### src/rtl/yrv_uart_pkg.sv
// Shared types and port_word field positions for the UART receive port.
package yrv_uart_pkg;

  typedef enum logic [2:0] {
    IDLE,
    START,
    DATA,
    STOP,
    BREAK
  } rx_state_t;

  localparam int unsigned DATA_LSB  = 0;
  localparam int unsigned NOT_EMPTY = 8;
  localparam int unsigned FULL      = 9;
  localparam int unsigned FERR      = 10;
  localparam int unsigned OVR       = 11;
  localparam int unsigned COUNT_LSB = 12;

endpackage

### src/rtl/uart_rx_fifo.sv
// Small byte FIFO with simultaneous push/pop support; head reads as zero when empty.
module uart_rx_fifo #(
  parameter int unsigned DEPTH = 4,
  parameter int unsigned WIDTH = 8
) (
  input  logic                       clk,
  input  logic                       reset_n,
  input  logic                       push,
  input  logic                       pop,
  input  logic [WIDTH-1:0]           wdata,
  output logic                       full,
  output logic                       empty,
  output logic [$clog2(DEPTH+1)-1:0] count,
  output logic [WIDTH-1:0]           head
);

  localparam int unsigned AW = $clog2(DEPTH);
  localparam int unsigned CW = $clog2(DEPTH + 1);

  logic [WIDTH-1:0] mem_q [DEPTH];
  logic [AW-1:0]    wr_ptr_q;
  logic [AW-1:0]    rd_ptr_q;
  logic [CW-1:0]    count_q;
  logic [CW-1:0]    count_d;
  logic             do_push;
  logic             do_pop;

  // Qualify requests: a full FIFO accepts a push only when a pop frees a slot.
  always_comb begin
    full    = (count_q == CW'(DEPTH));
    empty   = (count_q == '0);
    do_pop  = pop && !empty;
    do_push = push && (!full || pop);
    count   = count_q;
    head    = empty ? '0 : mem_q[rd_ptr_q];
    count_d = count_q;
    if (do_push && !do_pop) begin
      count_d = count_q + CW'(1);
    end else if (do_pop && !do_push) begin
      count_d = count_q - CW'(1);
    end
  end

  // Storage, pointers and occupancy; pointers wrap naturally at a power-of-2 depth.
  always_ff @(posedge clk or negedge reset_n) begin
    if (!reset_n) begin
      for (int i = 0; i < int'(DEPTH); i++) begin
        mem_q[i] <= '0;
      end
      wr_ptr_q <= '0;
      rd_ptr_q <= '0;
      count_q  <= '0;
    end else begin
      if (do_push) begin
        mem_q[wr_ptr_q] <= wdata;
        wr_ptr_q        <= wr_ptr_q + AW'(1);
      end
      if (do_pop) begin
        rd_ptr_q <= rd_ptr_q + AW'(1);
      end
      count_q <= count_d;
    end
  end

endmodule

### src/rtl/uart_rx_port.sv
// 8N1 UART receiver feeding a byte FIFO, presented to the MCU as a 16-bit status/data word.
module uart_rx_port
  import yrv_uart_pkg::*;
#(
  parameter int unsigned CLK_FREQUENCY = 50_000_000,
  parameter int unsigned BAUD          = 115200,
  parameter int unsigned FIFO_DEPTH    = 4
) (
  input  logic        clk,
  input  logic        reset_n,
  input  logic        rx,
  input  logic        pop_req,
  input  logic        clr_err,
  output logic [15:0] port_word,
  output logic        byte_stb
);

  localparam int unsigned CLKS_PER_BIT = CLK_FREQUENCY / BAUD;
  localparam int unsigned CNT_W        = (CLKS_PER_BIT > 2) ? $clog2(CLKS_PER_BIT) : 1;
  localparam int unsigned CW           = $clog2(FIFO_DEPTH + 1);
  localparam logic [CNT_W-1:0] HALF_LAST = CNT_W'(CLKS_PER_BIT / 2 - 1);
  localparam logic [CNT_W-1:0] BIT_LAST  = CNT_W'(CLKS_PER_BIT - 1);

  rx_state_t      state_q;
  rx_state_t      state_d;
  logic [CNT_W-1:0] cnt_q;
  logic [2:0]     bit_idx_q;
  logic [7:0]     shift_q;

  logic           rx_meta_q;
  logic           rx_sync_q;
  logic           pop_meta_q;
  logic           pop_sync_q;
  logic           pop_prev_q;
  logic           pop_edge;

  logic           ferr_q;
  logic           ovr_q;
  logic           stb_q;

  logic           sample_data;
  logic           stop_sample;
  logic           push;
  logic           ferr_set;
  logic           ovr_set;
  logic           push_ok;

  logic           fifo_full;
  logic           fifo_empty;
  logic [CW-1:0]  fifo_count;
  logic [7:0]     fifo_head;

  // Two-flop synchronizers for the asynchronous pins plus the pop edge history.
  always_ff @(posedge clk or negedge reset_n) begin
    if (!reset_n) begin
      rx_meta_q  <= 1'b1;
      rx_sync_q  <= 1'b1;
      pop_meta_q <= 1'b0;
      pop_sync_q <= 1'b0;
      pop_prev_q <= 1'b0;
    end else begin
      rx_meta_q  <= rx;
      rx_sync_q  <= rx_meta_q;
      pop_meta_q <= pop_req;
      pop_sync_q <= pop_meta_q;
      pop_prev_q <= pop_sync_q;
    end
  end

  assign pop_edge = pop_sync_q && !pop_prev_q;

  // FSM state register.
  always_ff @(posedge clk or negedge reset_n) begin
    if (!reset_n) begin
      state_q <= IDLE;
    end else begin
      state_q <= state_d;
    end
  end

  // FSM next-state logic.
  always_comb begin
    state_d = state_q;
    unique case (state_q)
      IDLE: begin
        if (!rx_sync_q) state_d = START;
      end
      START: begin
        if (cnt_q == HALF_LAST) state_d = rx_sync_q ? IDLE : DATA;
      end
      DATA: begin
        if (cnt_q == BIT_LAST && bit_idx_q == 3'd7) state_d = STOP;
      end
      STOP: begin
        if (cnt_q == BIT_LAST) state_d = rx_sync_q ? IDLE : BREAK;
      end
      BREAK: begin
        if (rx_sync_q) state_d = IDLE;
      end
      default: state_d = IDLE;
    endcase
  end

  // FSM outputs: sample strobes, push request and error events.
  always_comb begin
    sample_data = (state_q == DATA) && (cnt_q == BIT_LAST);
    stop_sample = (state_q == STOP) && (cnt_q == BIT_LAST);
    push        = stop_sample && rx_sync_q;
    ferr_set    = stop_sample && !rx_sync_q;
    ovr_set     = push && fifo_full && !pop_edge;
    push_ok     = push && (!fifo_full || pop_edge);
  end

  // Bit-time counter restarts on every state change and at each bit boundary.
  always_ff @(posedge clk or negedge reset_n) begin
    if (!reset_n) begin
      cnt_q <= '0;
    end else if (state_d != state_q || cnt_q == BIT_LAST) begin
      cnt_q <= '0;
    end else begin
      cnt_q <= cnt_q + CNT_W'(1);
    end
  end

  // Data shifter, LSB first, with the sample index cleared on entry to DATA.
  always_ff @(posedge clk or negedge reset_n) begin
    if (!reset_n) begin
      shift_q   <= '0;
      bit_idx_q <= '0;
    end else begin
      if (state_q != DATA) begin
        bit_idx_q <= '0;
      end else if (sample_data) begin
        bit_idx_q <= bit_idx_q + 3'd1;
      end
      if (sample_data) begin
        shift_q <= {rx_sync_q, shift_q[7:1]};
      end
    end
  end

  // Sticky error flags; clr_err wins over a same-cycle set. Strobe marks accepted pushes.
  always_ff @(posedge clk or negedge reset_n) begin
    if (!reset_n) begin
      ferr_q <= 1'b0;
      ovr_q  <= 1'b0;
      stb_q  <= 1'b0;
    end else begin
      if (clr_err) begin
        ferr_q <= 1'b0;
        ovr_q  <= 1'b0;
      end else begin
        if (ferr_set) ferr_q <= 1'b1;
        if (ovr_set)  ovr_q  <= 1'b1;
      end
      stb_q <= push_ok;
    end
  end

  uart_rx_fifo #(
    .DEPTH(FIFO_DEPTH),
    .WIDTH(8)
  ) u_fifo (
    .clk    (clk),
    .reset_n(reset_n),
    .push   (push),
    .pop    (pop_edge),
    .wdata  (shift_q),
    .full   (fifo_full),
    .empty  (fifo_empty),
    .count  (fifo_count),
    .head   (fifo_head)
  );

  // Assemble the MCU-visible word purely from registered state.
  always_comb begin
    port_word                   = '0;
    port_word[DATA_LSB +: 8]    = fifo_head;
    port_word[NOT_EMPTY]        = !fifo_empty;
    port_word[FULL]             = fifo_full;
    port_word[FERR]             = ferr_q;
    port_word[OVR]              = ovr_q;
    port_word[COUNT_LSB +: 4]   = 4'(fifo_count);
  end

  assign byte_stb = stb_q;

endmodule

### config.mk
export PLATFORM = sky130hd
export DESIGN_NAME = uart_rx_port
export DESIGN_NICKNAME = d
export VERILOG_FILES = /design/src/rtl/yrv_uart_pkg.sv /design/src/rtl/uart_rx_fifo.sv /design/src/rtl/uart_rx_port.sv
export SDC_FILE = /design/constraint.sdc
export NUM_CORES = 1
export LEC_CHECK = 0
export CORE_MARGIN = 1.5
export CORE_UTILIZATION = 63
export DETAILED_ROUTE_END_ITERATION = 8
export GPL_TIMING_DRIVEN = 1
export MAX_ROUTING_LAYER = met4
export PLACE_DENSITY = 0.84
export SETUP_SLACK_MARGIN = 0.05
export SYNTH_ARGS = -nofsm -noshare
export SYNTH_HDL_FRONTEND = slang
export SYNTH_SLANG_ARGS = --single-unit
### constraint.sdc
create_clock -name clk -period 5.56 [get_ports clk]
set_input_delay 1.39 -clock clk [delete_from_list [all_inputs] [get_ports clk]]
set_output_delay 1.39 -clock clk [all_outputs]
set_load 0.02 [all_outputs]
* After elaboration in Yosys (flattened, before gate mapping)
Cells that the tools add are included.
** Operators by class
- Multiplexer cells :: 24
- Reduce and logical (&&, ||, !) cells :: 28
- Add/sub/neg operators :: 6
- Order comparisons :: 3
- Eq/ne operators :: 10
- Bitwise logic cells :: 2
** Operators by type and width (count)
- $bwmux 32 :: 1
- $mux 8 :: 4
- $mux 3 :: 10
- $bmux 8 s2 :: 1
- $demux 8 s2 :: 1
- $pmux 3 s5 :: 1
- $logic_and 1x1->1 :: 13
- $add 9x1->9 const B :: 1
- $eq 3x3->1 const B :: 3
- $eq 9x8->1 const B :: 1
- $eq 9x9->1 const B :: 1
- $mux 9 :: 1
- $reduce_bool 2->1 :: 4
- $logic_not 1->1 :: 7
- $add 3x1->3 const B :: 2
- $eq 3x2->1 const B :: 2
- $ge 3x3->1 const B :: 2
- $logic_not 3->1 :: 2
- $not 2->3 :: 2
- $add 2x1->2 const B :: 2
- $mux 1 :: 4
- $eq 3x1->1 const B :: 1
- $lt 3x1->1 const B :: 1
- $ne 3x2->1 const B :: 1
- 4 further kinds :: 5
** Word-level totals
- Output and inout port bits :: 17
- Logic and storage cells :: 92
- Flip-flop bits (word level) :: 70
- Bits of input ports :: 5

* Longest topological paths before layout
- Depth in word-level cells :: 8
- Depth in mapped cells :: 11
- Gate-level depth less buffers :: 11

* Hierarchy
A second synthesis with hierarchy kept.
** Second synthesis, totals
- Cells, all modules :: 252
- Area total of the unflattened synthesis :: 3494.6 sq um
** By module, submodules not included
- uart_rx_fifo :: sequential area each 975.9 sq um, times used 1, area each 2010.7 sq um, cells an instance 124
- uart_rx_port :: sequential area each 778.2 sq um, times used 1, area each 1483.9 sq um, cells an instance 128

* Worst setup path after synthesis
No wires, ideal clock.
- Path type :: register -> output
- Start :: reg u_fifo.count_q[1] (netlist: u_fifo.count[1])
- End :: out port_word[0]
- Cell stages (with the launch flop) :: 4
- Slack :: 2.835 ns
- Arrival :: 1.335 ns
- Path buffers :: 1
- Required time :: 4.170 ns
- Cells stage by stage :: dfrtp_1 -> or3_1 -> clkbuf_1 -> and2_1
** Between the ends
- Longest elaborated chain between the ends :: 2
** Ends and longest elaborated chain
- start, declared :: RTL line uart_rx_fifo.sv:23 : logic [CW-1:0] count_q;
- start signal, assigned :: RTL line uart_rx_fifo.sv:61 : count_q <= count_d;
- $logic_not 3->1 :: RTL line uart_rx_fifo.sv:31 : empty = (count_q == '0);
- $mux 8 :: RTL line uart_rx_fifo.sv:35 : head = empty ? '0 : mem_q[rd_ptr_q];
- end, declared :: RTL line uart_rx_port.sv:14 : output logic [15:0] port_word,
Every way passes these cells.

* Worst setup path after layout
- Start :: reg u_fifo.rd_ptr_q[0]
- End :: out port_word[5]
** Between the ends
- Longest elaborated chain between the ends :: 5
** Ends and longest elaborated chain
- start, declared :: RTL line uart_rx_fifo.sv:22 : logic [AW-1:0] rd_ptr_q;
- start signal, assigned :: RTL line uart_rx_fifo.sv:59 : rd_ptr_q <= rd_ptr_q + AW'(1);
- $not 2->3 (not written as such) :: RTL line uart_rx_fifo.sv:35
- $bmux 8 s2 :: RTL line uart_rx_fifo.sv:35
- $mux 8 (not written as such) (2 in series) :: RTL line uart_rx_fifo.sv:35
- $mux 8 :: RTL line uart_rx_fifo.sv:35
Every way passes these cells. The select of a mux whose other input is x is not followed.

==> flow_summary.yaml <==
setup_path:
  cp_slowest_cell: "dfrtp_1"
  cp-start-kind: "register"
  critPathTopFamily: "flip-flops"
  critPathArrivalTime_ns: 2.39
  crit_buf_inv: 1
  timing_worst_setup_path_type: "reg2out"
  critPathMaxStageDelay_ns: 0.76
  cp-end-kind: "output pin"
  path_cells: "mux4_2 > and2_1 > clkdlybuf4s50_1"
  cp_max_fo: 10
  worstPathRequired_ns: 4.17
route:
  ant_nets: 0
  vias: 2099
  drc_errors: 0
  drt-initial-drc-count: 171
  wirelength_um: 6230
  viasPerCell: 5.91
  avgRoutedWirePerCell_um: 17.6
  first_pass_iters: 4
placement:
  detailed_place.area_um2: 3620
  place_ws_ns: 2.16
  dp_cells: 339
  gp_congestion: 0.862
  io_buffers: 20
  hpwl_um: 3970
pwr:
  p_seq_share_pct: 51.6
  switching_share_pct: 20.4
  powerDensity_nw_per_um2: 258
  power_switching_w: 0.000203
  power_w: 0.000994
  power.internal_w: 0.000792
  ir_worst_vdd_mv: 0.342
  leakagePower_nw: 1.77
  clockPowerShare_pct: 47.0
  combPwrFrac_pct: 1.4
cts:
  cts_setup_buffers: 0
  clock_path_buffers: 2
  clock_tree.root_cell: "clkbuf_8"
  cts.sinks: 70
  htreeDepth: 3
  cts_hold_buf: 0
  clk_latency_ns: 0.33
  numCtsBuffers: 9
  tritoncts: "done"
  clkTransAtPathRegs_ns: 0.08
  ctsResizeCount: 0
synth:
  synth_nets: 275
  yosysMostFrequentCell: "dfrtp_1"
  synth_ff_type: "dfrtp_1"
  synth_edf_count: 0
  ys_types: 46
  ys_warn_count: 0
  syn_avg_cell_area_um2: 13.1
  netlist.area_leader.share_pct: 50.2
  syn_area_um2: 3390
  ys_ff_latch: 70
  synth_top_area_cell: "dfrtp_1"
  synthArstFlopShare_pct: 100
  synthTopCellsByArea: "dfrtp_1 50%, mux2_2 13%, mux4_2 5.3%, ha_1 3.7%, xnor2_1 2.3%"
  yosysSeqAreaShare_pct: 51.7
  synth_commonest_cells: "68 x dfrtp_1, 40 x mux2_2, 14 x inv_1"
  synthCells: 259
sta:
  setup_viol: 0
  fmax_ghz: 0.265
  skew_ns: 0.0147
  finalHoldViolCount: 0
  finalCriticalPeriod_ns: 3.78
  timing.final.ws_setup_ns: 1.78
  rsz0062_at_grt: "no"
  tns_ns: 0
  relSlewSlack_pct: 22.8
  worst_pin_slew_ns: 1.15
  post-route-period-util_pct: 68.0
  maxSlewViolCount: 0
final_layout:
  fillers: 371
  drive_gt1_share_pct: 27.0
  nets: 296
  num_antenna_cells: 0
  final_area_um2: 3850
  fin_cells: 355
  area_delta_synth_final_pct: 13.6
grt:
  first_global_vias: 2132
  grtUsageTotal_pct: 24.3
  grt-ovfl-total: 0
  grt_pass1_wl_um: 10500
  antenna_found_initial: 0
  grt_max_degree: 41
floorplan:
  num_io_pins: 22
  die_x_um: 76.4
  core-area_um2: 5140
  die_h_um: 76.4
  start_util_pct: 66.0
  dieArea_um2: 5830
  rows: 26
worst_hold_path:
  worst_hold_path_type: "reg2reg"
outcome:
  status: "completed"
job:
  drv_cap: 0
[cells by family after synthesis]
| logic type | Yosys count | synth area share [%] |
|---|---|---|
| flops | 70 | 51.7 |
| xor+xnor | 14 | 3.61 |
| compound gates | 13 | 3.10 |
| simple gates | 75 | 14.5 |
| fa+ha+maj | 11 | 4.28 |
| mux | 50 | 19.3 |
| other cells | 1 | 0.111 |
| buf+inv | 25 | 3.39 |
[power by group through the flow]
stage          Clock (W)  Sequential, W  Combinational, W
2_1_floorplan          0       0.000522        0.00000316
3_3_place_gp           0       0.000523         0.0000148
3_5_place_dp           0       0.000523         0.0000151
4_1_cts         0.000474       0.000513         0.0000151
5_1_grt         0.000501       0.000513         0.0000167
6_report        0.000467       0.000513         0.0000141
[per-stage QoR]
step / utilization (%) / hold slack, ns
6_report: 75.0 / 0.349
5_1_grt: 75.0 / 0.362
4_1_cts: 75.0 / 0.350
3_5_place_dp: 70.4 / 0.335
3_3_place_gp: 70.4 / 0.334
2_1_floorplan: - / 0.331
[final cells by class]
type	instances	area (µm²)	share of cell area (%)
Timing Repair Buffer	21	203	5.26
Clock buffer	11	151	3.93
Inverter	14	52.6	1.36
Clock inverter	5	81.3	2.11
Tap cell	70	87.6	2.27
Multi-Input combinational cell	164	1520	39.5
Sequential cell	70	1750	45.5
[registers in the layout (all words and copies together) (netlist names)]
register / count
u_fifo.count: 3
bit_idx_q: 3
u_fifo.rd_ptr_q: 2
pop_prev_q: 1
byte_stb: 1
cnt_q: 9
pop_sync_q: 1
u_fifo.wr_ptr_q: 2
ferr_q: 1
rx_meta_q: 1
state_q: 3
ovr_q: 1
rx_sync_q: 1
pop_meta_q: 1
u_fifo.mem_q: 32
shift_q: 8
[cells in the final DEF (no fill, tap or decap), drive strengths merged, types with 2 or more instances in the layout]
master	Yosys	final
buf	7	2
nand2	10	10
mux2	42	42
clkinv	0	2
xor2	5	5
a21oi	5	5
bufinv	0	2
and3	2	2
nor3	6	6
dfstp	2	2
xnor2	9	9
nand4	4	4
ha	10	10
nor2b	2	2
nand4bb	2	2
mux4	8	8
a21boi	2	2
nand3	6	6
and2	10	10
clkbuf	4	11
clkdlybuf4s50	0	19
dfrtp	68	68
nor4	9	9
or3	2	2
nor2	12	12
inv	14	14
[final timing paths]
path                                                 from                           to  slack (ns)  cells after the start
hold reg to reg                      pop_meta_q$_DFF_PN0_         pop_sync_q$_DFF_PN0_        0.35                      0
setup reg to reg                       cnt_q[1]$_DFF_PN0_  u_fifo.count[2]$_DFFE_PN0P_        3.11                     11
max in group asynchronous                         reset_n          rx_sync_q$_DFF_PN1_        3.51                      2
hold / removal                       pop_meta_q$_DFF_PN0_         pop_sync_q$_DFF_PN0_        0.35                      0
min in group asynchronous                         reset_n           cnt_q[7]$_DFF_PN0_        1.09                      1
setup / recovery           u_fifo.rd_ptr_q[0]$_DFFE_PN0P_                 port_word[5]        1.78                      3
[metal layers]
metal	up-vias	routed length [µm]	global-route usage, %
met2	61	3090	36.2
met5	-	0	-
met3	7	316	5.51
met4	0	64	8.89
met1	1068	2760	33.1
li1	963	-	-
Power figures use the tool's default switching activity.
